--- config.mk ---
export PLATFORM = sky130hd
export DESIGN_NAME = cp0_irq_timer_flat
export DESIGN_NICKNAME = d
export VERILOG_FILES = /design/src/rtl/cp0_irq_timer_pkg.sv /design/src/rtl/cp0_irq_timer_if.sv /design/src/rtl/cp0_irq_sync.sv /design/src/rtl/cp0_irq_timer.sv /design/src/flat_wrapper.sv
export SDC_FILE = /design/constraint.sdc
export NUM_CORES = 1
export LEC_CHECK = 0
export ABC_AREA = 1
export CORE_MARGIN = 4
export CORE_UTILIZATION = 40
export CTS_CLUSTER_DIAMETER = 50
export CTS_CLUSTER_SIZE = 16
export DETAILED_ROUTE_END_ITERATION = 7
export PLACE_DENSITY = 0.68
export SLEW_MARGIN = 20
export SYNTH_ARGS = -nofsm -noshare
export SYNTH_HDL_FRONTEND = slang
export SYNTH_SLANG_ARGS = --single-unit
--- constraint.sdc ---
create_clock -name clk -period 10.55 [get_ports clk]
set_input_delay 2.11 -clock clk [delete_from_list [all_inputs] [get_ports clk]]
set_output_delay 2.11 -clock clk [all_outputs]
set_load 0.01 [all_outputs]
--- src/rtl/cp0_irq_timer_pkg.sv ---
// Shared constants for the CP0 interrupt/timer block: register ids, exception
// codes and the kernel-control encoding driven to the pipeline controller.
package cp0_pkg;

  localparam logic [4:0] CP0_BADVADDR = 5'd8;
  localparam logic [4:0] CP0_COUNT    = 5'd9;
  localparam logic [4:0] CP0_COMPARE  = 5'd11;
  localparam logic [4:0] CP0_SR       = 5'd12;
  localparam logic [4:0] CP0_CAUSE    = 5'd13;
  localparam logic [4:0] CP0_EPC      = 5'd14;
  localparam logic [4:0] CP0_PRID     = 5'd15;

  localparam logic [4:0] EXC_INT  = 5'd0;
  localparam logic [4:0] EXC_ADEL = 5'd4;
  localparam logic [4:0] EXC_ADES = 5'd5;
  localparam logic [4:0] EXC_RI   = 5'd10;
  localparam logic [4:0] EXC_OV   = 5'd12;

  typedef enum logic [1:0] {
    KCTRL_NONE  = 2'b00,
    KCTRL_KTEXT = 2'b01,
    KCTRL_ERET  = 2'b10
  } kctrl_e;

endpackage

--- src/rtl/cp0_irq_timer_if.sv ---
// Pipeline <-> CP0 bundle: decoded strobes and trap context in, read data and
// kernel control out. The pipeline side uses master, the CP0 uses slave.
interface cp0_irq_timer_if
  import cp0_pkg::*;
#(
  parameter int N_HWINT = 6
) ();

  logic [31:0]        pc;
  logic               bd;
  logic [4:0]         exc_code;
  logic [31:0]        badvaddr;
  logic [N_HWINT-1:0] hwint;
  logic               mtc0_en;
  logic               mfc0_en;
  logic               eret;
  logic [4:0]         cp0_id;
  logic [31:0]        wdata;
  logic [31:0]        rdata;
  kctrl_e             kctrl;
  logic [29:0]        epc;
  logic               is_bd;
  logic               timer_irq;

  modport master (
    output pc, bd, exc_code, badvaddr, hwint, mtc0_en, mfc0_en, eret, cp0_id, wdata,
    input  rdata, kctrl, epc, is_bd, timer_irq
  );

  modport slave (
    input  pc, bd, exc_code, badvaddr, hwint, mtc0_en, mfc0_en, eret, cp0_id, wdata,
    output rdata, kctrl, epc, is_bd, timer_irq
  );

endinterface

--- src/rtl/cp0_irq_sync.sv ---
// One hardware interrupt line: optional synchronizer chain, then either a
// registered level or a rising-edge latch cleared by software.
module cp0_irq_sync #(
  parameter int SYNC_STAGES = 2,
  parameter bit EDGE        = 1'b0
) (
  input  logic clk_i,
  input  logic rst_i,
  input  logic irq_i,
  input  logic clr_i,
  output logic pend_o
);

  logic sync;
  logic prev_q;
  logic pend_q, pend_d;

  if (SYNC_STAGES == 0) begin : g_raw
    assign sync = irq_i;
  end else begin : g_sync
    logic [SYNC_STAGES-1:0] sync_q;

    // NOTE: sequential state uses non-blocking assignments so every flop
    // samples the pre-edge value of its neighbour and the chain shifts by one.
    always_ff @(posedge clk_i or posedge rst_i) begin
      if (rst_i) begin
        sync_q <= '0;
      end else begin
        sync_q[0] <= irq_i;
        for (int s = 1; s < SYNC_STAGES; s++) begin
          sync_q[s] <= sync_q[s-1];
        end
      end
    end

    assign sync = sync_q[SYNC_STAGES-1];
  end

  // Edge mode: a new rising edge beats a same-cycle software clear.
  always_comb begin
    pend_d = sync;
    if (EDGE) begin
      pend_d = (sync & ~prev_q) | (pend_q & ~clr_i);
    end
  end

  always_ff @(posedge clk_i or posedge rst_i) begin
    if (rst_i) begin
      prev_q <= 1'b0;
      pend_q <= 1'b0;
    end else begin
      prev_q <= sync;
      pend_q <= pend_d;
    end
  end

  assign pend_o = pend_q;

endmodule

--- src/rtl/cp0_irq_timer.sv ---
// Coprocessor-0 with synchronized hardware interrupts, Count/Compare timer,
// BadVAddr capture and EPC protection against nested exceptions.
module cp0_irq_timer
  import cp0_pkg::*;
#(
  parameter int          N_HWINT     = 6,
  parameter int          SYNC_STAGES = 2,
  parameter logic [5:0]  EDGE_MASK   = 6'b000000,
  parameter int          TIMER_EN    = 1,
  parameter int          TIMER_LINE  = 5,
  parameter logic [31:0] PRID        = 32'hbaad_face,
  parameter logic [31:0] EPC_RESET   = 32'h0000_3000
) (
  input logic             clk,
  input logic             reset,
  cp0_irq_timer_if.slave  bus
);

  localparam int TI_BIT = (TIMER_LINE >= 10) ? TIMER_LINE - 10 : TIMER_LINE;

  logic [5:0]  im_q, im_d;
  logic        ie_q, ie_d;
  logic        exl_q, exl_d;
  logic        bd_q, bd_d;
  logic [4:0]  exccode_q, exccode_d;
  logic [31:0] epc_q, epc_d;
  logic [31:0] badvaddr_q, badvaddr_d;
  logic [31:0] count_q, compare_q;
  logic        ti_q;
  logic [5:0]  ip_hw, ip;

  logic sr_wr, cause_wr, epc_wr, count_wr, compare_wr;
  logic int_take, exc_take, take;

  assign sr_wr      = bus.mtc0_en && (bus.cp0_id == CP0_SR);
  assign cause_wr   = bus.mtc0_en && (bus.cp0_id == CP0_CAUSE);
  assign epc_wr     = bus.mtc0_en && (bus.cp0_id == CP0_EPC);
  assign count_wr   = bus.mtc0_en && (bus.cp0_id == CP0_COUNT);
  assign compare_wr = bus.mtc0_en && (bus.cp0_id == CP0_COMPARE);

  for (genvar i = 0; i < 6; i++) begin : g_line
    if (i < N_HWINT) begin : g_on
      cp0_irq_sync #(
        .SYNC_STAGES (SYNC_STAGES),
        .EDGE        (EDGE_MASK[i])
      ) u_sync (
        .clk_i  (clk),
        .rst_i  (reset),
        .irq_i  (bus.hwint[i]),
        .clr_i  (cause_wr && !bus.wdata[10+i]),
        .pend_o (ip_hw[i])
      );
    end else begin : g_off
      assign ip_hw[i] = 1'b0;
    end
  end

  if (TIMER_EN != 0) begin : g_timer
    logic [31:0] count_d, compare_d;
    logic        ti_d;

    // A Compare write always clears TI, even against a same-edge match.
    always_comb begin
      count_d   = count_wr ? bus.wdata : count_q + 32'd1;
      compare_d = compare_wr ? bus.wdata : compare_q;
      ti_d      = compare_wr ? 1'b0 : (ti_q | (count_d == compare_q));
    end

    always_ff @(posedge clk or posedge reset) begin
      if (reset) begin
        count_q   <= '0;
        compare_q <= '0;
        ti_q      <= 1'b0;
      end else begin
        count_q   <= count_d;
        compare_q <= compare_d;
        ti_q      <= ti_d;
      end
    end
  end else begin : g_no_timer
    assign count_q   = '0;
    assign compare_q = '0;
    assign ti_q      = 1'b0;
  end

  always_comb begin
    ip         = ip_hw;
    ip[TI_BIT] = ip_hw[TI_BIT] | ti_q;
  end

  assign int_take = (|(ip & im_q)) & ie_q & ~exl_q;
  assign exc_take = (bus.exc_code != EXC_INT);
  assign take     = int_take | exc_take;

  // NOTE: every variable written here gets a default first, so no path can
  // leave one unassigned and infer a latch.
  always_comb begin
    im_d       = im_q;
    ie_d       = ie_q;
    exl_d      = exl_q;
    bd_d       = bd_q;
    exccode_d  = exccode_q;
    epc_d      = epc_q;
    badvaddr_d = badvaddr_q;
    if (take) begin
      exccode_d = int_take ? EXC_INT : bus.exc_code;
      if (!exl_q) begin
        epc_d = bus.bd ? bus.pc - 32'd4 : bus.pc;
        bd_d  = bus.bd;
      end
      exl_d = 1'b1;
      if (!int_take && (bus.exc_code == EXC_ADEL || bus.exc_code == EXC_ADES)) begin
        badvaddr_d = bus.badvaddr;
      end
    end else begin
      if (bus.eret) begin
        exl_d     = 1'b0;
        exccode_d = EXC_INT;
        bd_d      = 1'b0;
      end
      if (sr_wr) begin
        im_d  = bus.wdata[15:10];
        exl_d = bus.wdata[1];
        ie_d  = bus.wdata[0];
      end
      if (epc_wr) begin
        epc_d = bus.wdata;
      end
    end
  end

  always_ff @(posedge clk or posedge reset) begin
    if (reset) begin
      im_q       <= '1;
      ie_q       <= 1'b1;
      exl_q      <= 1'b0;
      bd_q       <= 1'b0;
      exccode_q  <= EXC_INT;
      epc_q      <= EPC_RESET;
      badvaddr_q <= '0;
    end else begin
      im_q       <= im_d;
      ie_q       <= ie_d;
      exl_q      <= exl_d;
      bd_q       <= bd_d;
      exccode_q  <= exccode_d;
      epc_q      <= epc_d;
      badvaddr_q <= badvaddr_d;
    end
  end

  always_comb begin
    bus.kctrl = KCTRL_NONE;
    if (!reset) begin
      if (take) begin
        bus.kctrl = KCTRL_KTEXT;
      end else if (bus.eret) begin
        bus.kctrl = KCTRL_ERET;
      end
    end
  end

  always_comb begin
    bus.rdata = '0;
    if (!reset && bus.mfc0_en) begin
      case (bus.cp0_id)
        CP0_BADVADDR: bus.rdata = badvaddr_q;
        CP0_COUNT:    bus.rdata = count_q;
        CP0_COMPARE:  bus.rdata = compare_q;
        CP0_SR:       bus.rdata = {16'b0, im_q, 8'b0, exl_q, ie_q};
        CP0_CAUSE:    bus.rdata = {bd_q, ti_q, 14'b0, ip, 3'b0, exccode_q, 2'b0};
        CP0_EPC:      bus.rdata = epc_q;
        CP0_PRID:     bus.rdata = PRID;
        default:      bus.rdata = '0;
      endcase
    end
  end

  assign bus.is_bd     = bus.bd & take & ~reset;
  assign bus.epc       = epc_q[31:2];
  assign bus.timer_irq = ti_q;

endmodule

--- src/flat_wrapper.sv ---
// flat-port wrapper written by rule: the top's interface ports become plain ports
module cp0_irq_timer_flat import cp0_pkg::*;
#(
  parameter int          N_HWINT     = 6,
  parameter int          SYNC_STAGES = 2,
  parameter logic [5:0]  EDGE_MASK   = 6'b000000,
  parameter int          TIMER_EN    = 1,
  parameter int          TIMER_LINE  = 5,
  parameter logic [31:0] PRID        = 32'hbaad_face,
  parameter logic [31:0] EPC_RESET   = 32'h0000_3000
)
  (clk, reset, bus_pc, bus_bd, bus_exc_code, bus_badvaddr, bus_hwint, bus_mtc0_en, bus_mfc0_en, bus_eret, bus_cp0_id, bus_wdata, bus_rdata, bus_kctrl, bus_epc, bus_is_bd, bus_timer_irq);
  cp0_irq_timer_if #(.N_HWINT(N_HWINT)) bus_i ();
  input logic clk;
  input logic reset;
  input wire logic [$bits(bus_i.pc)-1:0] bus_pc;
  input wire logic [$bits(bus_i.bd)-1:0] bus_bd;
  input wire logic [$bits(bus_i.exc_code)-1:0] bus_exc_code;
  input wire logic [$bits(bus_i.badvaddr)-1:0] bus_badvaddr;
  input wire logic [$bits(bus_i.hwint)-1:0] bus_hwint;
  input wire logic [$bits(bus_i.mtc0_en)-1:0] bus_mtc0_en;
  input wire logic [$bits(bus_i.mfc0_en)-1:0] bus_mfc0_en;
  input wire logic [$bits(bus_i.eret)-1:0] bus_eret;
  input wire logic [$bits(bus_i.cp0_id)-1:0] bus_cp0_id;
  input wire logic [$bits(bus_i.wdata)-1:0] bus_wdata;
  output wire logic [$bits(bus_i.rdata)-1:0] bus_rdata;
  output wire logic [$bits(bus_i.kctrl)-1:0] bus_kctrl;
  output wire logic [$bits(bus_i.epc)-1:0] bus_epc;
  output wire logic [$bits(bus_i.is_bd)-1:0] bus_is_bd;
  output wire logic [$bits(bus_i.timer_irq)-1:0] bus_timer_irq;
  assign bus_i.pc = bus_pc;
  assign bus_i.bd = bus_bd;
  assign bus_i.exc_code = bus_exc_code;
  assign bus_i.badvaddr = bus_badvaddr;
  assign bus_i.hwint = bus_hwint;
  assign bus_i.mtc0_en = bus_mtc0_en;
  assign bus_i.mfc0_en = bus_mfc0_en;
  assign bus_i.eret = bus_eret;
  assign bus_i.cp0_id = bus_cp0_id;
  assign bus_i.wdata = bus_wdata;
  assign bus_rdata = bus_i.rdata;
  assign bus_kctrl = bus_i.kctrl;
  assign bus_epc = bus_i.epc;
  assign bus_is_bd = bus_i.is_bd;
  assign bus_timer_irq = bus_i.timer_irq;
  cp0_irq_timer #(.N_HWINT(N_HWINT), .SYNC_STAGES(SYNC_STAGES), .EDGE_MASK(EDGE_MASK), .TIMER_EN(TIMER_EN), .TIMER_LINE(TIMER_LINE), .PRID(PRID), .EPC_RESET(EPC_RESET)) u_core (.clk(clk), .reset(reset), .bus(bus_i));
endmodule
# ---- Word-level counts from Yosys, hierarchy flattened
# Cells that the tools add are included.
dict set report classes {
  shifts 0
  multipliers 0
  magnitude_cmp 0
  div_mod_pow 0
  n_bitwise 11
  n_reduce_logical 18
  mux 19
  n_addsub 2
  n_eq_ne 11
}
# op n
set ops {}
lappend ops {{$pmux 32 s7} 1}
lappend ops {{$mux 32} 6}
lappend ops {{$eq 5x4->1 const B} 7}
lappend ops {{$add 32x1->32 const B} 1}
lappend ops {{$eq 32x32->1} 1}
lappend ops {{$sub 32x3->32 const B} 1}
lappend ops {{$mux 5} 3}
lappend ops {{$eq 5x3->1 const B} 2}
lappend ops {{$reduce_and 2->1} 4}
lappend ops {{$and 6x6->6} 1}
lappend ops {{$logic_and 1x1->1} 6}
lappend ops {{$mux 1} 6}
lappend ops {{$mux 2} 3}
lappend ops {{$reduce_or 6->1} 1}
lappend ops {{$reduce_bool 5->1} 1}
lappend ops {{$and 1x1->1} 4}
lappend ops {{$reduce_bool 2->1} 2}
lappend ops {{$not 1->1} 3}
lappend ops {{$or 1x1->1} 3}
lappend ops {{$reduce_bool 3->1} 1}
lappend ops {{$logic_not 1->1} 2}
lappend ops {{$ne 2x2->1 const B} 1}
lappend ops {{$logic_or 1x1->1} 1}
dict set report word_totals {
  memories 0
  elab_cells 83
  mem_bits_rw 0
  output_inout_bits 66
  inputBits 118
  latch_bits 0
  ff_bits 161
  mem_bits_ro 0
}

# ---- Logic depth before layout (Yosys ltp)
dict set report depth {
  word_depth 8
  ltp_mapped 17
  depth_no_buf 17
}

# ---- By module
# From an unflattened synthesis, not the netlist that was laid out.
dict set report hier_totals {
  hier_cells 1378
  hier_area_um2 9813.2
}
# module cells_each seq_area_each_um2 n_inst area_each_um2
set modules_own_cells {}
lappend modules_own_cells {cp0_irq_timer 1354 3589.7 1 9340.2}
lappend modules_own_cells {cp0_irq_sync 4 75.1 6 78.8}

# ---- Least setup slack after synthesis
# Ideal clock, no wire load.
dict set report synth_timing {
  path_type {input-to-output}
  start {in reset}
  end {out bus_rdata[11]}
  required_ns 8.440
  slack_ns 1.888
  arrival_ns 6.552
  n_path_buf 1
  stages 4
  cell_sequence {inv_1 > nand2_1 > clkbuf_1 > a41oi_1}
}
dict set report synth_via {
  elab_chain_len 3
}
# element line_no
set synth_rtl {}
lappend synth_rtl {{start, declared} flat_wrapper.sv:15} ;# input logic reset;
lappend synth_rtl {{$logic_not 1->1 (no source line)} n/a}
lappend synth_rtl {{$logic_and 1x1->1} cp0_irq_timer.sv:165} ;# if (!reset && bus.mfc0_en) begin
lappend synth_rtl {{$mux 32} cp0_irq_timer.sv:165}
lappend synth_rtl {{end, declared} flat_wrapper.sv:26} ;# output wire logic [$bits(bus_i.rdata)-1:0] bus_rdata;
# No other way between the ends.

# ---- Final worst setup path
dict set report layout_timing {
  start {in bus_cp0_id[2]}
  end {out bus_rdata[30]}
}
dict set report layout_via {
  elab_chain_len 3
  word_cells_on_any_way 9
}
# element line_no
set layout_rtl {}
lappend layout_rtl {{start, declared} flat_wrapper.sv:24} ;# input wire logic [$bits(bus_i.cp0_id)-1:0] bus_cp0_id;
lappend layout_rtl {{$eq 5x4->1 (on tied branches)} n/a}
lappend layout_rtl {{$pmux 32 s7 (*)} cp0_irq_timer.sv:166} ;# case (bus.cp0_id)
lappend layout_rtl {{$mux 32 (*)} cp0_irq_timer.sv:165}
# Mark *: on every way between the ends. The rest lies on a longest branch, timed or not.

==> key figures <==
Outcome
  • Outcome: completed

Power
  • P per Cell Area: 173.8 nW/um2
  • Share of power burned in the clock network: 0.326
  • Net Switching: 745.6 uW
  • Switching Share: 0.3483
  • Sequential group share of total power: 0.405
  • Combinational cell fraction of total power: 0.268
  • Internal portion of total power: 1395 uW
  • Peak ir drop on the vdd network: 0.1287 mV
  • Leakage power: 0.005565 uW

Timing
  • Pin slew with the least headroom to its limit: 1.050 ns
  • Accumulated negative setup slack: 0 ns
  • Portion of the clock cycle consumed by the worst path in the final layout: 0.7472
  • Time the final worst path needs with I/O delays and setup: 7.883 ns
  • Relative max-transition margin: 0.2971
  • Max Clk Rate: 0.1269 GHz
  • Worst-case clock skew: 0.01248 ns
  • Final setup viols: 0
  • Final-report hold violation count: 0
  • RSZ-0062 raised after global routing: false
  • Number of pins with negative max-slew slack in the final report: 0

Worst setup path
  • Largest fanout on the critical path: 22
  • Capture point of the worst reg-to-reg path: u_core.epc_q[9]
  • Slowest-stage cell, CP: sky130_fd_sc_hd__nor2_1
  • Critical setup path kind: in -> out
  • Max stage delay on crit path: 0.82 ns
  • Cell seen most often among critical-path stages: sky130_fd_sc_hd__nor2_1
  • Slack of the worst reg-to-reg path: 6.71 ns
  • Reg2reg start: u_core.bus.timer_irq
  • Endpoint type of the worst setup path: output pin
  • Arrival time of data at the critical path endpoint: 5.77 ns
  • Cells along the critical path: clkdlybuf4s50_1, nand3_1, nor2_1, inv_1, nor2_1, inv_1, o22ai_1, a211oi_1, nor2_1, clkdlybuf4s50_1
  • Crit path max-delay family: simple AND/OR/NAND/NOR gates
  • Startpoint kind of the worst setup timing path: primary input
  • Bufs and invs on worst path: 4
  • Worst R2R Path Depth: 11
  • Required time at the worst-slack endpoint: 8.44 ns

Yosys
  • Area share of the largest cell type after synthesis: 0.3875
  • Avg Synthesized Cell Area: 7.298 um2
  • Main combinational cell family by area after synthesis: simple AND/OR/NAND/NOR gates
  • Number of nets in the synthesized netlist: 1,465
  • Register bit count reported by yosys: 161
  • Share of flip-flops with an asynchronous set or reset: 1.000
  • Basic-gate share of the synthesized area counting and, or, nand and nor cells: 0.2844
  • Top post-synthesis cells by area: sky130_fd_sc_hd__dfrtp_1 (39%), sky130_fd_sc_hd__nand2_1 (15%), sky130_fd_sc_hd__inv_1 (6.1%)
  • Adder-cell share of the synthesized area: 0.002549
  • Compound-gate portion of the synthesized area: 0.1365
  • Synthesized netlist cell count: 1,345
  • Yosys warning total: 0
  • Biggest area consumer among synthesized cells: sky130_fd_sc_hd__dfrtp_1
  • Proportion of synthesized area in mux cells: 0.03671
  • Dominant synthesized flop cell: sky130_fd_sc_hd__dfrtp_1
  • Synth unique cells: 48
  • Xor/xnor share of the synthesized area: 0.02052
  • Sequential share of the synthesized area: 0.4116
  • Post-synthesis cell area: 9816 um2
  • Number of synthesized flops with an enable pin: 0

Drt
  • Iteration-0 DRC count of the detailed router: 856
  • DR pass1 iterations: 5
  • Mean routed wirelength per cell: 19.20 um
  • Via count of the routed design: 9,649
  • Number of antenna-violating nets in the routed design: 0
  • Final routed DRC violation total: 0
  • Routed wire length: 34,800 um
  • Routed via count divided by cell count: 5.322

Die
  • Row cnt: 57
  • Die footprint: 27,110 um2
  • I/O pins: 184
  • Placeable core region: 24,250 um2
  • Chip height: 164.7 um
  • Initial standard-cell utilization of the core: 0.4048
  • Width of the die: 164.7 um

Hold path
  • Worst hold path stage count: 0
  • Path category of the worst min-delay check: reg -> reg
  • Hold EP: u_core.g_line[0].g_on.u_sync.g_sync.sync_q[1]
  • Startpoint of the tightest hold check path: u_core.g_line[0].g_on.u_sync.g_sync.sync_q[0]

Job
  • Max-cap violations: 0

Clock network
  • Number of CTS-inserted buffers: 17
  • Post-CTS setup repair buffer count: 0
  • PostCTS Resize Cnt: 0
  • Clock tree from TritonCTS: built
  • CTS Root Buffer Type: sky130_fd_sc_hd__clkbuf_16
  • Maximum root-to-sink buffer count: 2
  • Hold Buf Count CTS: 0
  • Clk sinks: 161
  • Insertion delay of the later-clocked pin in the worst-skew pair: 0.44 ns
  • Reg clk slew, reported paths: 0.07 ns
  • Max H-tree Level: 4

Cells and area
  • Post-route standard cell area excluding fillers: 12,320 um2
  • Layout cell share with drive strength beyond 1: 0.08193
  • Final layout net count: 1,596
  • Filler instances: 2,364
  • Area delta synth->final: 25.52%
  • Antenna cell count: 0

Global route
  • Via count of the first global-routing pass: 9,098
  • Total routing resource utilization after global routing: 0.2562
  • Remaining Overflow, GRT: 0
  • Number of antenna violations at the first check in global routing: 1
  • First-pass GRT wire length: 52,670 um
  • Pin count of the biggest net entering global routing: 67

Place
  • Quantity of I/O buffers inserted on ports: 183
  • RePlAce Congestion: 0.9690
  • Post-DP HPWL: 27,140 um
  • Post-place instance area: 11,670 um2
==> cells in the mapped netlist (5+ instances only) <==
| master | n |
|---|---|
| sky130_fd_sc_hd__buf_2 | 10 |
| sky130_fd_sc_hd__or2_2 | 5 |
| sky130_fd_sc_hd__mux2_2 | 32 |
| sky130_fd_sc_hd__o211ai_1 | 9 |
| sky130_fd_sc_hd__o21ai_1 | 8 |
| sky130_fd_sc_hd__dfstp_2 | 9 |
| sky130_fd_sc_hd__a221oi_1 | 11 |
| sky130_fd_sc_hd__a21oi_1 | 32 |
| sky130_fd_sc_hd__clkbuf_1 | 26 |
| sky130_fd_sc_hd__nand3_1 | 82 |
| sky130_fd_sc_hd__o22ai_1 | 25 |
| sky130_fd_sc_hd__xnor2_1 | 8 |
| sky130_fd_sc_hd__dfrtp_1 | 152 |
| sky130_fd_sc_hd__buf_4 | 32 |
| sky130_fd_sc_hd__inv_1 | 159 |
| sky130_fd_sc_hd__xor2_1 | 15 |
| sky130_fd_sc_hd__o21ai_0 | 116 |
| sky130_fd_sc_hd__nand2_2 | 7 |
| sky130_fd_sc_hd__nor3_1 | 12 |
| sky130_fd_sc_hd__a41oi_1 | 7 |
| sky130_fd_sc_hd__a31oi_1 | 12 |
| sky130_fd_sc_hd__nand4_1 | 11 |
| sky130_fd_sc_hd__nand3_2 | 5 |
| sky130_fd_sc_hd__nor2_2 | 6 |
| sky130_fd_sc_hd__nor2_4 | 6 |
| sky130_fd_sc_hd__nand2_1 | 395 |
| sky130_fd_sc_hd__nor2_1 | 112 |
==> area by class of cell <==
| cell class | instances | area, um2 | area share |
|---|---|---|---|
| Clock buffer | 18 | 439.2 | 0.03565 |
| Clock inverter | 14 | 212.7 | 0.01726 |
| Inverter | 164 | 620.6 | 0.05037 |
| Multi-Input combinational cell | 944 | 4733 | 0.3842 |
| Sequential cell | 161 | 4040 | 0.3279 |
| Tap cell | 324 | 405.4 | 0.03290 |
| Timing Repair Buffer | 188 | 1869 | 0.1517 |
==> cells by family (layout without fill, tap and decap cells) <==
group	count (synthesis)	in the layout
compound gates	232	232
xor+xnor	23	23
flops	161	161
fa+ha+maj	2	2
buf+inv	240	384
simple gates	655	655
mux	32	32
==> power groups by stage <==
| stage | registers, uW | logic, uW | clock network (uW) |
|---|---|---|---|
| global placement | 872 | 559 | 0 |
| floorplan | 821 | 387 | 0 |
| CTS | 862 | 570 | 701 |
| detailed placement | 870 | 566 | 0 |
| finish | 868 | 574 | 698 |
| global route | 879 | 639 | 728 |
==> stage by stage <==
stage	hold WS (ns)	cells	utilization	setup slack [ns]	power, uW
3_5_place_dp	0.3347	1781	0.4811	2.709	1436
5_1_grt	0.3542	1813	0.5081	2.419	2245
2_1_floorplan	0.3312	1345	-	1.888	1208
4_1_cts	0.3511	1813	0.5080	2.698	2133
3_3_place_gp	0.3328	1781	0.4811	2.765	1432
6_report	0.3488	1813	0.5081	2.667	2141
==> flip-flops by register name, summed over array words and instances, names as in the netlist <==
register                                 cells
u_core.g_line.g_on.u_sync.g_sync.sync_q     12
u_core.badvaddr_q                           32
u_core.count_q                              32
u_core.exccode_q                             5
u_core.bus.timer_irq                         1
u_core.g_line.g_on.u_sync.pend_o             6
u_core.epc_q                                32
u_core.compare_q                            32
u_core.im_q                                  6
u_core.bd_q                                  1
u_core.exl_q                                 1
u_core.ie_q                                  1
==> routing by layer <==
layer | routed length (um) | global-route usage | vias to the layer above
met5 | 13 | 0 | -
met1 | 15600 | 0.3671 | 4564
met4 | 994 | 0.08733 | 2
li1 | - | - | 4605
met3 | 2771 | 0.05690 | 56
met2 | 15420 | 0.3841 | 422
==> worst max-delay path by stage <==
stage             startpoint  slack [ns]  cells past startpoint             to
2_1_floorplan          reset        1.89                      4  bus_rdata[11]
3_3_place_gp   bus_cp0_id[2]        2.76                     10  bus_rdata[30]
3_5_place_dp   bus_cp0_id[2]        2.71                     10  bus_rdata[30]
4_1_cts        bus_cp0_id[2]        2.70                     10  bus_rdata[30]
5_1_grt        bus_cp0_id[2]        2.42                     10  bus_rdata[30]
6_report       bus_cp0_id[2]        2.67                     10  bus_rdata[30]
==> cells in the final DEF, fill, tap and decap left out, types with 3 or more instances in the layout <==
| cell type | instances |
|---|---|
| sky130_fd_sc_hd__or2_2 | 5 |
| sky130_fd_sc_hd__a22oi_1 | 3 |
| sky130_fd_sc_hd__xor2_1 | 15 |
| sky130_fd_sc_hd__o22ai_1 | 25 |
| sky130_fd_sc_hd__dfstp_2 | 9 |
| sky130_fd_sc_hd__clkdlybuf4s50_1 | 183 |
| sky130_fd_sc_hd__clkbuf_16 | 17 |
| sky130_fd_sc_hd__nand3b_1 | 4 |
| sky130_fd_sc_hd__nand2_1 | 394 |
| sky130_fd_sc_hd__a31oi_1 | 12 |
| sky130_fd_sc_hd__nand2_2 | 8 |
| sky130_fd_sc_hd__nor2_2 | 6 |
| sky130_fd_sc_hd__nand3_2 | 6 |
| sky130_fd_sc_hd__nor2_1 | 111 |
| sky130_fd_sc_hd__nor2_4 | 7 |
| sky130_fd_sc_hd__buf_4 | 5 |
| sky130_fd_sc_hd__nor3_1 | 12 |
| sky130_fd_sc_hd__o211ai_1 | 9 |
| sky130_fd_sc_hd__a221oi_1 | 11 |
| sky130_fd_sc_hd__o21ai_1 | 8 |
| sky130_fd_sc_hd__inv_6 | 7 |
| sky130_fd_sc_hd__nand4_1 | 11 |
| sky130_fd_sc_hd__or2_1 | 4 |
| sky130_fd_sc_hd__nand3_1 | 81 |
| sky130_fd_sc_hd__inv_2 | 3 |
| sky130_fd_sc_hd__a41oi_1 | 7 |
| sky130_fd_sc_hd__mux2_2 | 32 |
| sky130_fd_sc_hd__bufinv_16 | 4 |
| sky130_fd_sc_hd__inv_1 | 158 |
| sky130_fd_sc_hd__a21oi_1 | 32 |
| sky130_fd_sc_hd__dfrtp_1 | 152 |
| sky130_fd_sc_hd__xnor2_1 | 8 |
| sky130_fd_sc_hd__o21ai_0 | 116 |
Note: power is estimated with default switching activity, not from simulation.
